===== config.mk =====
export PLATFORM = sky130hd
export DESIGN_NAME = fft_result_reader
export DESIGN_NICKNAME = d
export VERILOG_FILES = /design/src/rtl/fft_result_reader.sv
export SDC_FILE = /design/constraint.sdc
export NUM_CORES = 1
export LEC_CHECK = 0
export CAP_MARGIN = 15
export CORE_MARGIN = 2
export CORE_UTILIZATION = 35
export CTS_BUF_LIST = sky130_fd_sc_hd__clkbuf_4 sky130_fd_sc_hd__clkbuf_8
export DETAILED_ROUTE_END_ITERATION = 10
export DONT_BUFFER_PORTS = 1
export PLACE_DENSITY = 0.48
export SYNTH_ARGS = -nofsm -noshare
export SYNTH_HDL_FRONTEND = slang
export SYNTH_SLANG_ARGS = --single-unit

===== constraint.sdc =====
create_clock -name clk -period 5 [get_ports clk]
set_input_delay 0.5 -clock clk [delete_from_list [all_inputs] [get_ports clk]]
set_output_delay 0.5 -clock clk [all_outputs]
set_load 0.01 [all_outputs]

===== src/rtl/fft_result_reader.sv =====
// fft_result_reader: streams one frame of DEPTH complex FFT bins from a sample RAM
// through a 2-entry FIFO. Define FFT_READER_BITREV_EN to address the RAM in bit-reversed order.
module fft_result_reader #(
    parameter int ADDR_WIDTH = 4,
    parameter int DATA_WIDTH = 16,
    parameter int DEPTH      = 16
) (
    input  logic                    clk,
    input  logic                    rst,
    input  logic                    start,
    output logic                    busy,
    output logic [ADDR_WIDTH-1:0]   ram_addr,
    output logic                    ram_re,
    input  logic [2*DATA_WIDTH-1:0] ram_data,
    output logic                    out_valid,
    input  logic                    out_ready,
    output logic [DATA_WIDTH-1:0]   out_re,
    output logic [DATA_WIDTH-1:0]   out_im,
    output logic [ADDR_WIDTH-1:0]   out_idx,
    output logic                    out_last,
    output logic                    done
);
    localparam logic [1:0] IDLE  = 2'd0;
    localparam logic [1:0] READ  = 2'd1;
    localparam logic [1:0] DRAIN = 2'd2;
    localparam logic [ADDR_WIDTH-1:0] LAST_K = ADDR_WIDTH'(DEPTH - 1);

    logic [1:0]              state;
    logic [ADDR_WIDTH-1:0]   issue_k;
    logic                    inflight;
    logic [ADDR_WIDTH-1:0]   inflight_idx;
    logic [1:0]              count;
    logic [2*DATA_WIDTH-1:0] head_data;
    logic [2*DATA_WIDTH-1:0] tail_data;
    logic [ADDR_WIDTH-1:0]   head_idx;
    logic [ADDR_WIDTH-1:0]   tail_idx;
    logic                    head_last;
    logic                    tail_last;
    logic                    push;
    logic                    pop;
    logic                    issue;
    logic                    push_last;
    logic [2:0]              occupancy;

    function automatic logic [ADDR_WIDTH-1:0] read_addr(input logic [ADDR_WIDTH-1:0] k);
`ifdef FFT_READER_BITREV_EN
        logic [ADDR_WIDTH-1:0] r;
        for (int i = 0; i < ADDR_WIDTH; i++) r[i] = k[ADDR_WIDTH-1-i];
        return r;
`else
        return k;
`endif
    endfunction

    // A read may only issue if the word it returns is guaranteed a FIFO slot.
    assign push      = inflight;
    assign pop       = out_valid && out_ready;
    assign occupancy = {1'b0, count} + {2'b00, inflight} - {2'b00, pop};
    assign issue     = (state == READ) && (occupancy < 3'd2);
    assign ram_re    = issue;
    assign ram_addr  = issue ? read_addr(issue_k) : '0;
    assign busy      = (state != IDLE);
    assign out_valid = (count != 2'd0);
    assign out_re    = head_data[2*DATA_WIDTH-1:DATA_WIDTH];
    assign out_im    = head_data[DATA_WIDTH-1:0];
    assign out_idx   = head_idx;
    assign out_last  = head_last;
    assign push_last = (inflight_idx == LAST_K);

    always_ff @(posedge clk or posedge rst) begin
        if (rst) begin
            state   <= IDLE;
            issue_k <= '0;
            done    <= 1'b0;
        end else begin
            done <= 1'b0;
            case (state)
                IDLE: begin
                    if (start) begin
                        state   <= READ;
                        issue_k <= '0;
                    end
                end
                READ: begin
                    if (issue) begin
                        issue_k <= issue_k + ADDR_WIDTH'(1);
                        if (issue_k == LAST_K) state <= DRAIN;
                    end
                end
                DRAIN: begin
                    if (pop && out_last) begin
                        state <= IDLE;
                        done  <= 1'b1;
                    end
                end
                default: state <= IDLE;
            endcase
        end
    end

    always_ff @(posedge clk or posedge rst) begin
        if (rst) begin
            inflight     <= 1'b0;
            inflight_idx <= '0;
        end else begin
            inflight <= issue;
            if (issue) inflight_idx <= issue_k;
        end
    end

    // Head register drives the outputs directly, so data holds while stalled.
    always_ff @(posedge clk or posedge rst) begin
        if (rst) begin
            count     <= 2'd0;
            head_data <= '0;
            head_idx  <= '0;
            head_last <= 1'b0;
            tail_data <= '0;
            tail_idx  <= '0;
            tail_last <= 1'b0;
        end else begin
            count <= count + {1'b0, push} - {1'b0, pop};
            case (count)
                2'd0: begin
                    if (push) begin
                        head_data <= ram_data;
                        head_idx  <= inflight_idx;
                        head_last <= push_last;
                    end
                end
                2'd1: begin
                    if (push && pop) begin
                        head_data <= ram_data;
                        head_idx  <= inflight_idx;
                        head_last <= push_last;
                    end else if (push) begin
                        tail_data <= ram_data;
                        tail_idx  <= inflight_idx;
                        tail_last <= push_last;
                    end
                end
                2'd2: begin
                    if (pop) begin
                        head_data <= tail_data;
                        head_idx  <= tail_idx;
                        head_last <= tail_last;
                        if (push) begin
                            tail_data <= ram_data;
                            tail_idx  <= inflight_idx;
                            tail_last <= push_last;
                        end
                    end
                end
                default: ;
            endcase
        end
    end
endmodule


==> metrics.cfg, run 1 <==
[timing]
hold_violations=0
finClkSkew_ns=0.00750
fin_crit_sh=0.678
finalSetupViolations=0
slew_violations=0
tns_ns=0
period_minus_slack_ns=3.39
fmax_mhz=295
worst_slew_pin_slew_ns=1.05
rsz0062_at_grt=false
slew_headroom=0.299

[power_and_ir_drop]
p_sw_frac=0.343
p_total_mw=2.97
p_leak_nw=1.86
p_sw_mw=1.02
p_per_area_mw_per_mm2=693
p_comb_frac=0.376
p_seq_frac=0.465
ir_worst_vdd_mv=0.438
internal_power_mw=1.95
power_frac_clock=0.160

[critical_path]
critical_path_class=reg -> out
end_kind=primary output
cp.arrival_ns=2.89
required_ns=4.50
worstSetupStartpointType=flop
crit_fanout=9

[cells_and_area]
diodes=0
fin_nets=311
area_delta_synth_final_pct=6.97
layout_common_cells=113 x mux2_2, 88 x dfrtp_1, 11 x clkbuf_8
final_common_cell=mux2_2
drive_above_1_share=0.514

[synth]
ys_seq_area_frac=0.550
synth.largest_area_cell=dfrtp_1
synthCells=271
yosys_warnings=0
synthesis.nets=310
async_reset_ff_frac=1.00
synth_flop_cell=dfrtp_1
synth_top_area_share=0.550
ys_types=35
syn_area_mm2=0.00400
ys_top_cells_by_area=dfrtp_1 55%, mux2_2 32%, buf_6 1.7%
ys_ff_latch=88
synth_edf_count=0
avgSynthCellArea_um2=14.8

[grt]
grt_start_max_net_pins=47
overflow=0
track_usage=0.131
grt_pass1_vias=2318
grt_pass1_wl_mm=12.4
antenna_found_initial=0

[routing]
vias=2152
first_iter_violations=79
wire_per_inst_um=17.9
wl_met1_mm=3.44
ant_nets=0
wl_met2_mm=3.25
wirelength_mm=7.51
maxUsedRoutingLayer=met4
viasPerCell=5.14
wl_met3_um=623
route.detailed.drc=0
drt_pre_antenna_iters=4

[clock_tree]
clk_pin_slew_ns=0.08
cts_buffer_depth=2
cts.sinks=88
cts_resized=0
cts_hold_buf=0
clockRootBuffer=clkbuf_8
post-cts-setup-buffers=0
cts_tree=built
clkLatencyLatePin_ns=0.36
numCtsBuffers=9
cts_max_level=3

[min_path]
hp-class=in -> async

[placed_design]
hpwl_mm=4.55
gp_congestion=0.829
port_buffers=0

[floorplanning]
rows=39
start_util=0.355
die_width_um=111
core_mm2=0.0113
die_area_mm2=0.0123
io_pins=81
chipHeight_um=111

[flow_run]
cap_violations=0

[outcome]
status=finished clean

cells by family after synthesis:
family	Yosys count	share of synthesized area
adder cells (fa/ha/maj)	3	0.0113
AO/OA/AOI/OAI	14	0.0309
flip-flops	88	0.550
XOR/XNOR	1	0.00406
AND/OR/NAND/NOR	31	0.0441
buffers and inverters	18	0.0316
multiplexers	116	0.328
per-layer routing:
metal / global-route usage / vias up
li1: - / 975
met1: 0.167 / 1099
met2: 0.188 / 63
met3: 0.0547 / 15
met4: 0.0708 / 0
met5: 0 / -
through the flow:
stage | std cells | hold WS [ns] | utilization | area (µm²) | setup slack [ns]
finish | 419 | 0.121 | 0.380 | 4280 | 1.61
global route | 419 | 0.187 | 0.380 | 4280 | 1.40
CTS | 419 | 0.139 | 0.380 | 4280 | 1.60
detailed placement | 404 | 0.491 | 0.364 | 4100 | 2.01
global placement | 404 | 0.483 | 0.364 | 4100 | 2.07
floorplan | 271 | 0.475 | - | 4000 | 2.20
sequential cells by signal, indices dropped and copies added, names as in the netlist:
register      flops
inflight_idx      4
tail_data        32
head_data        32
inflight          1
issue_k           4
out_idx           4
state             2
tail_last         1
tail_idx          4
out_last          1
count             2
done              1
synth_stat cells (2+ instances only):
cell,instances
mux2_2,113
dfrtp_1,88
nand2_1,8
and3_1,6
buf_6,6
inv_1,5
buf_4,3
nand3_1,3
a31o_2,2
buf_2,2
clkbuf_1,2
ha_1,2
mux2_4,2
nand2b_1,2
nand4_1,2
nor3b_1,2
o211ai_1,2
o21ai_4,2
o311ai_0,2
or2_2,2
worst max-delay path: stages (launching register included):
cell and delay (ns):
dfrtp_1 0.58, and3b_1 0.34, a21o_1 0.11, ha_1 0.13, inv_1 0.04, fa_1 0.40
xnor2_2 0.33, and2_0 0.33, and3_1 0.26
worst paths after layout:
kind	startpoint	end	slack [ns]	cells past startpoint
max	count[1]$_DFF_PP0_	ram_addr[2]	1.61	8
min	rst	head_data[30]$_DFFE_PP0P_	0.12	1
max reg2reg	count[1]$_DFF_PP0_	inflight_idx[1]$_DFFE_PP0N_	2.31	8
min reg2reg	tail_data[19]$_DFFE_PP0P_	tail_data[19]$_DFFE_PP0P_	0.51	1
max in group asynchronous	rst	tail_data[31]$_DFFE_PP0P_	3.81	2
min in group clk	ram_data[29]	tail_data[29]$_DFFE_PP0P_	0.28	1
layout make-up:
| cell class | instances | area (µm²) |
|---|---|---|
| clock buffers | 15 | 181 |
| well taps | 143 | 179 |
| multi-input cells | 165 | 1680 |
| inverters | 5 | 20.0 |
| flip-flops and latches | 88 | 2200 |
| fillers | 1072 | 6990 |
| repair buffers | 3 | 22.5 |
power groups by stage:
stage / clock, mW / combinational (mW) / sequential (mW)
after floorplan: 0 / 1.03 / 1.30
after global placement: 0 / 1.13 / 1.38
final: 0.473 / 1.11 / 1.38
after CTS: 0.497 / 1.14 / 1.38
after detailed placement: 0 / 1.14 / 1.40
after global routing: 0.521 / 1.24 / 1.43
Note: power is estimated with default switching activity, not from simulation.
==> run 2: changes to the inputs <==
--- a/config.mk
+++ b/config.mk
@@ -11,7 +11,7 @@
 export CTS_BUF_LIST = sky130_fd_sc_hd__clkbuf_4 sky130_fd_sc_hd__clkbuf_8
 export DETAILED_ROUTE_END_ITERATION = 10
 export DONT_BUFFER_PORTS = 1
-export PLACE_DENSITY = 0.48
+export PLACE_DENSITY = 0.5
 export SYNTH_ARGS = -nofsm -noshare
 export SYNTH_HDL_FRONTEND = slang
 export SYNTH_SLANG_ARGS = --single-unit
==> constraint.sdc (replaced) <==
create_clock -name clk -period 2.7 [get_ports clk]
set_input_delay 0.27 -clock clk [delete_from_list [all_inputs] [get_ports clk]]
set_output_delay 0.27 -clock clk [all_outputs]
set_load 0.01 [all_outputs]
==> run 2 against run 1 <==
Critical path depth unchanged. Clock power up 120%. Sequential cell count unchanged. Sequential power up 82%. Count of clock-buffer cells in the layout down 4. Sequential share of layout area down 2.1 points. Worst setup slack worse by 1.5 ns. Total power up 98%. Final cell count up 2.4%. Clock skew up 0.0048 ns. Critical endpoint unchanged. Largest power group unchanged.
==> metrics.cfg, run 2 (same netlist as run 1, synthesis figures left out) <==
[critical_path]
r2r_cells=8
worstSetupStartpointType=flop
crit_fanout=7
critical_path_class=reg -> out
end_kind=primary output
cp.arrival_ns=2.28
required_ns=2.43

[clock_tree]
cts.sinks=88
cts_buffer_depth=2
numCtsBuffers=9
clockRootBuffer=clkbuf_8
clk_pin_slew_ns=0.09
cts_tree=built
cts_max_level=3
clkLatencyLatePin_ns=0.37

[routing]
ant_nets=0
viasPerCell=5.17
wire_per_inst_um=17.4
wirelength_mm=7.46
drt_pre_antenna_iters=4
vias=2218
first_iter_violations=108
route.detailed.drc=0

[floorplanning]
chipHeight_um=111
start_util=0.355
rows=39
die_area_mm2=0.0123
io_pins=81
core_mm2=0.0113
die_width_um=111

[grt]
antenna_found_initial=0
grt_pass1_wl_mm=12.0
grt_start_max_net_pins=55
overflow=0
grt_pass1_vias=2313
track_usage=0.127

[power_and_ir_drop]
p_sw_mw=1.95
p_per_area_mw_per_mm2=1310
ir_worst_vdd_mv=0.566
p_sw_frac=0.333
power_frac_clock=0.174
p_seq_frac=0.428
internal_power_mw=3.92
p_leak_nw=1.93
p_comb_frac=0.398

[placed_design]
port_buffers=0
dpl_cell_area_mm2=0.00418
place_inst=409
hpwl_mm=4.52
gp_congestion=0.736

[cells_and_area]
fin_nets=320
final_cells=429
final_common_cell=mux2_2
fin_area_mm2=0.00446
diodes=0
fill_cells=1062
final_core_util=0.396
drive_above_1_share=0.556
area_delta_synth_final_pct=11.5
layout_common_cells=113 x mux2_2, 87 x dfrtp_1, 10 x clkbuf_8
reg_top3=head_data (32), tail_data (32)

[timing]
slew_headroom=0.567
fmax_mhz=392
fin_crit_sh=0.946
finClkSkew_ns=0.0123
worst_slew_pin_slew_ns=0.648
hold_violations=0
period_minus_slack_ns=2.55
slew_violations=0
finalSetupViolations=0

[outcome]
status=finished clean

[min_path]
hp-class=in -> reg
min_path_cells=1

[flow_run]
cap_violations=0

## run 2: changes by cell type in the layout (fill, tap and decap cells not counted), sizes merged
cell,previous run,this run
buf,3,11
clkbuf,15,11
bufinv,0,2
clkinvlp,0,2
clkinv,1,2
dlygate4sd3,0,1
## run 2: routing by layer
metal / up-vias / wire length [µm] / GRT usage
met5: - / 0 / 0
met2: 57 / 3500 / 0.197
li1: 998 / - / -
met3: 8 / 475 / 0.0541
met4: 0 / 106 / 0.0567
met1: 1155 / 3380 / 0.153
## run 2: worst max-delay path: stages (launching register included)
cell and delay, ns:
dfrtp_2 0.42, and3b_1 0.23, a21o_1 0.10, ha_1 0.14
inv_1 0.05, fa_2 0.35, xnor2_2 0.21, and2_4 0.22
and3_4 0.20
## run 2: worst paths after layout
| path | from | end | slack (ns) |
|---|---|---|---|
| setup / recovery | count[0]$_DFF_PP0_ | ram_addr[2] | 0.15 |
| hold / removal | ram_data[6] | tail_data[6]$_DFFE_PP0P_ | 0.04 |
| setup reg to reg | count[0]$_DFF_PP0_ | issue_k[0]$_DFFE_PP0P_ | 0.51 |
| hold reg to reg | tail_data[24]$_DFFE_PP0P_ | tail_data[24]$_DFFE_PP0P_ | 0.51 |
| max in group asynchronous | rst | count[0]$_DFF_PP0_ | 1.56 |
| min in group asynchronous | rst | head_data[30]$_DFFE_PP0P_ | 0.43 |
## run 2: cell type report
class	count	area (µm²)	area share
Timing Repair Buffer	12	130	0.0291
Sequential cell	88	2200	0.494
Tap cell	143	179	0.0401
Clock inverter	5	80.1	0.0179
Clock buffer	11	145	0.0325
Multi-Input combinational cell	165	1710	0.382
Inverter	5	20.0	0.00448
## run 2: repair_timing
action                     in CTS  in global routing
setup buffers                   0                  3
pin swaps                       0                  2
gates resized for setup         2                  8
setup endpoints to repair       5                  5
hold endpoints to repair       34                  0
hold buffers                    1                  0
## run 2: metrics by stage
step	setup WS [ns]	TNS (ns)	hold WS (ns)	total power, mW
floorplan	0.133	0	0.419	4.32
global placement	0.359	0	0.259	4.74
detailed placement	0.298	0	0.265	4.80
CTS	-0.00779	-0.00779	0.0169	5.85
global route	-0.0245	-0.0924	0.0135	6.29
finish	0.146	0	0.0401	5.87
## run 2: power by group through the flow
stage | Sequential, mW | Clock [mW] | Combinational, mW
finish | 2.51 | 1.02 | 2.34
global route | 2.60 | 1.13 | 2.56
CTS | 2.53 | 1.07 | 2.26
detailed placement | 2.55 | 0 | 2.25
global placement | 2.54 | 0 | 2.20
floorplan | 2.41 | 0 | 1.91
